`src/rtl/demux_lane_arbiter.sv`:
```
// Round-robin lane arbiter for a shared Demux32_8; grants once per 4-cycle slot, word held phases 0..3 after a phase-3 accept.
// Lanes wait on lane_ready (one-hot, phase 3 only); optional ARB_STATS_EN adds saturating per-lane grant counters.
module demux_lane_arbiter #(
  parameter int DATA_W = 32,
  parameter int LANES  = 4,
`ifdef ARB_STATS_EN
  parameter int STAT_W = 8,
`endif
  localparam int ID_W  = $clog2(LANES)
) (
  input  logic                    clk_4f,
  input  logic                    reset_L,
  input  logic [LANES*DATA_W-1:0] lane_data,
  input  logic [LANES-1:0]        lane_valid,
  input  logic [LANES-1:0]        lane_en,
  output logic [LANES-1:0]        lane_ready,
  output logic [DATA_W-1:0]       data_out,
  output logic                    valid_out,
  output logic [ID_W-1:0]         lane_id,
`ifdef ARB_STATS_EN
  output logic [LANES*STAT_W-1:0] grant_cnt,
`endif
  output logic                    frame_sync
);

  logic [1:0]        r_phase;
  logic              r_run;
  logic              r_frame_sync;
  logic              r_valid_out;
  logic [DATA_W-1:0] r_data;
  logic [ID_W-1:0]   r_lane_id;
  logic [ID_W-1:0]   r_rr_ptr;

  logic [LANES-1:0]  w_elig;
  logic              w_eval;
  logic              w_found;
  logic              w_grant;
  logic [ID_W-1:0]   w_win;
  logic [ID_W-1:0]   w_idx;

  assign w_elig  = lane_valid & lane_en;
  assign w_eval  = r_run & (r_phase == 2'd3);
  assign w_grant = w_eval & w_found;

  // Search starts one past the last winner so the last winner has lowest priority.
  always_comb begin
    w_found = 1'b0;
    w_win   = '0;
    w_idx   = '0;
    for (int k = 1; k <= LANES; k++) begin
      w_idx = ID_W'((int'(r_rr_ptr) + k) % LANES);
      if (!w_found && w_elig[w_idx]) begin
        w_found = 1'b1;
        w_win   = w_idx;
      end
    end
  end

  assign lane_ready = w_grant ? (LANES'(1) << w_win) : '0;

  // r_run holds phase at 0 for the first edge after release so frame_sync rises on that edge.
  always_ff @(posedge clk_4f or negedge reset_L) begin
    if (!reset_L) begin
      r_phase      <= 2'd0;
      r_run        <= 1'b0;
      r_frame_sync <= 1'b0;
      r_valid_out  <= 1'b0;
      r_data       <= '0;
      r_lane_id    <= '0;
      r_rr_ptr     <= ID_W'(LANES - 1);
    end else begin
      if (!r_run) begin
        r_run        <= 1'b1;
        r_phase      <= 2'd0;
        r_frame_sync <= 1'b1;
      end else begin
        r_phase      <= r_phase + 2'd1;
        r_frame_sync <= (r_phase == 2'd3);
      end
      if (w_eval) begin
        if (w_found) begin
          r_data      <= lane_data[int'(w_win)*DATA_W +: DATA_W];
          r_lane_id   <= w_win;
          r_valid_out <= 1'b1;
          r_rr_ptr    <= w_win;
        end else begin
          r_valid_out <= 1'b0;
        end
      end
    end
  end

  assign data_out   = r_data;
  assign valid_out  = r_valid_out;
  assign lane_id    = r_lane_id;
  assign frame_sync = r_frame_sync;

`ifdef ARB_STATS_EN
  logic [STAT_W-1:0] r_cnt [LANES];

  always_ff @(posedge clk_4f or negedge reset_L) begin
    if (!reset_L) begin
      for (int i = 0; i < LANES; i++) r_cnt[i] <= '0;
    end else begin
      for (int i = 0; i < LANES; i++) begin
        if (w_grant && (w_win == ID_W'(i)) && (r_cnt[i] != '1))
          r_cnt[i] <= r_cnt[i] + 1'b1;
      end
    end
  end

  for (genvar g = 0; g < LANES; g++) begin : g_cnt
    assign grant_cnt[g*STAT_W +: STAT_W] = r_cnt[g];
  end
`endif

endmodule

```
`config.mk`:
```
export PLATFORM = sky130hd
export DESIGN_NAME = demux_lane_arbiter
export DESIGN_NICKNAME = d
export VERILOG_FILES = /design/src/rtl/demux_lane_arbiter.sv
export SDC_FILE = /design/constraint.sdc
export NUM_CORES = 1
export LEC_CHECK = 0
export BUFFER_PORTS_ARGS = -buffer_cell sky130_fd_sc_hd__clkbuf_2
export CORE_UTILIZATION = 25
export DETAILED_ROUTE_END_ITERATION = 10
export PLACE_DENSITY_LB_ADDON = 0.2
export SYNTH_ARGS = -nofsm -noshare
export SYNTH_HDL_FRONTEND = slang
export SYNTH_SLANG_ARGS = --single-unit
export TNS_END_PERCENT = 30
```
`constraint.sdc`:
```
create_clock -name clk_4f -period 3.23 [get_ports clk_4f]
set_input_delay 0.646 -clock clk_4f [delete_from_list [all_inputs] [get_ports clk_4f]]
set_output_delay 0.646 -clock clk_4f [all_outputs]
set_load 0.005 [all_outputs]
```
==> impl_metrics.csv <==
group,metric,value,unit
layout,layout_commonest_cell,"clkbuf_2",
detailed_routing,avgRoutedWirePerCell,13.2,um
synthesis,syn_inst,227,
layout,nNetsFinal,539,
clocking,root_buffer,"clkbuf_8",
detailed_routing,num_vias,2417,
sta,relSlewSlack,28.6,%
setup_path,required,2.58,ns
clocking,cts_buffers,5,
power,leakage,1.91,nW
global_route,grt_pass1_vias,2466,
die,io_pins,178,
die,start_util,26.3,%
layout,drive_above_1_share,55.1,%
power,ir_drop,0.206,mV
setup_path,cp_max_fo,5,
detailed_routing,wirelength,7040,um
placement,portBuffers,177,
global_route,grt_pass1_wl,11800,um
sta,tns,0,ns
clocking,tritoncts,"done",
detailed_routing,drt-pass1-iter-count,4,
sta,finalSetupViolations,0,
layout,areaGrowthSynthToFinish,41.1,%
layout,fin_area,3670,um^2
setup_path,critPathArrivalTime,1.88,ns
clocking,post_cts_resized,0,
die,die_h,104,um
synthesis,synth_nets,366,
sta,hold_viol,0,
clocking,clock_path_buffers,2,
power,p_total,2.01,mW
clocking,cts.hold.buffers_added,0,
global_route,grt_usage,13.3,%
sta,skew,0.00858,ns
die,die-area,10800,um^2
worst_hold_path,min_path_type,"reg2reg",
die,rows,36,
detailed_routing,drcViolationCount,0,
layout,final_cell_mix,"177 x clkbuf_2, 64 x mux2i_1, 44 x nand2_1",
die,dieWidth,104,um
synthesis,netlist_area,2600,um^2
sta,whs,0.432,ns
sta,worstMarginPinSlew,1.07,ns
setup_path,start_kind,"primary input",
setup_path,crit_type,"in2out",
placement,hpwl,5330,um
clocking,cts.clk_slew.worst_paths,0.07,ns
clocking,clk_latency,0.29,ns
sta,rsz0062_at_grt,"false",
layout,post-route-util,37.1,%
synthesis,ys.warnings.count,0,
global_route,grt_overflow,0,
sta,fmax,396,MHz
synthesis,ys_types,35,
clocking,post_cts_buffers,0,
clocking,clock-sinks,41,
synthesis,avgSynthCellArea,11.5,um^2
detailed_routing,viasPerCell,4.53,
setup_path,endpoint_kind,"primary output",
status,status,"completed",
die,core-area,9910,um^2
global_route,grt_max_degree,42,
layout,fill_cells,1020,
synthesis,ys_seq_area_share,39.5,%
detailed_routing,ant_nets,0,
placement,place_area,3580,um^2
sta,fin_crit,2.52,ns
sta,finalMaxSlewViolations,0,
power,power_density,548,nW/um^2
sta,fin_crit_sh,78.1,%
clocking,htree_levels,2,
detailed_routing,initialDrtViolationCount,44,
synthesis,ys_seq_elements,41,
job,maxCapViolCount,0,
layout,n_antenna_cell,0,
global_route,antenna_found_initial,0,
placement,gp_congestion,0.703,
-- per-stage QoR --
stage / setup WS (ns) / instances
6_report: 0.707 / 534
3_3_place_gp: 0.634 / 526
4_1_cts: 0.698 / 534
2_1_floorplan: 0.886 / 227
3_5_place_dp: 0.574 / 526
5_1_grt: 0.525 / 534
-- synthesized netlist by cell type (all sizes together) --
cell | instances | area share (%)
and3b | 1 | 0.34
ha | 1 | 0.48
nor2b | 1 | 0.24
dfstp | 2 | 2.0
a211o | 1 | 0.34
a21oi | 3 | 0.72
nor4 | 1 | 0.82
and4 | 1 | 0.43
o221ai | 32 | 16
nor3b | 1 | 0.29
clkbuf | 3 | 0.58
nor3 | 3 | 0.58
nand3 | 1 | 0.19
a211oi | 1 | 0.48
dfrtp | 39 | 38
o21a | 2 | 0.58
nand3b | 1 | 0.29
nand2b | 1 | 0.24
and2 | 2 | 0.48
a31oi | 1 | 0.24
nor2 | 2 | 0.29
nand2 | 46 | 6.6
mux2i | 64 | 25
a31o | 1 | 0.34
buf | 14 | 4.6
o22ai | 1 | 0.24
conb | 1 | 0.14
-- metal layers --
layer  GRT usage (%)  vias to the layer above  wire length [um]
li1                -                     1204                 -
met1            15.9                     1101              2940
met2            24.0                      107              3500
met3            3.32                        5               532
met4            3.06                        0                67
met5               0                        -                 0
-- sequential cells by signal (all words and copies together), names as in the netlist --
| name | cells |
|---|---|
| data_out | 32 |
| frame_sync | 1 |
| lane_id | 2 |
| r_phase | 2 |
| r_rr_ptr | 2 |
| r_run | 1 |
| valid_out | 1 |
-- layout make-up --
class	count	area (um^2)	area share (%)
multi-input cells	169	1440	39.3
flip-flops and latches	41	1030	28.0
repair buffers	183	943	25.7
well taps	133	166	4.53
clock buffers	8	90.1	2.45
-- worst max-delay path, stage by stage --
cell and delay, ns:
clkbuf_2 0.08, and2_1 0.18, a21oi_2 0.08, a31oi_1 0.43, nand2_1 0.21, nor2_1 0.13, clkbuf_2 0.12
-- final timing paths --
kind / slack [ns] / startpoint / depth (start not counted) / to
setup / recovery: 0.71 / lane_valid[2] / 7 / lane_ready[3]
hold / removal: 0.43 / r_phase[0] / 1 / r_phase[0]
setup reg to reg: 0.93 / r_rr_ptr[1] / 6 / data_out[9]
hold reg to reg: 0.43 / r_phase[0] / 1 / r_phase[0]
max in group asynchronous: 2.03 / reset_L / 1 / r_phase[0]
min in group asynchronous: 0.55 / reset_L / 1 / data_out[12]
-- power by group --
group,total (mW),internal [mW],leakage (nW),switching [mW]
clock network,0.342,0.174,0.0455,0.167
registers,0.838,0.721,0.506,0.118
logic,0.833,0.445,1.36,0.388
total,2.01,1.34,1.91,0.673
-- cell families (layout without fill, tap and decap cells) --
group / after synthesis / after routing / synth area share (%)
mux: 64 / 64 / 24.6
buf+inv: 17 / 191 / 5.19
other cells: 1 / 1 / 0.144
fa+ha+maj: 1 / 1 / 0.481
flops: 41 / 41 / 39.5
simple gates: 61 / 61 / 10.8
compound gates: 42 / 42 / 19.2
No activity file was read; power rests on OpenSTA's default activity.
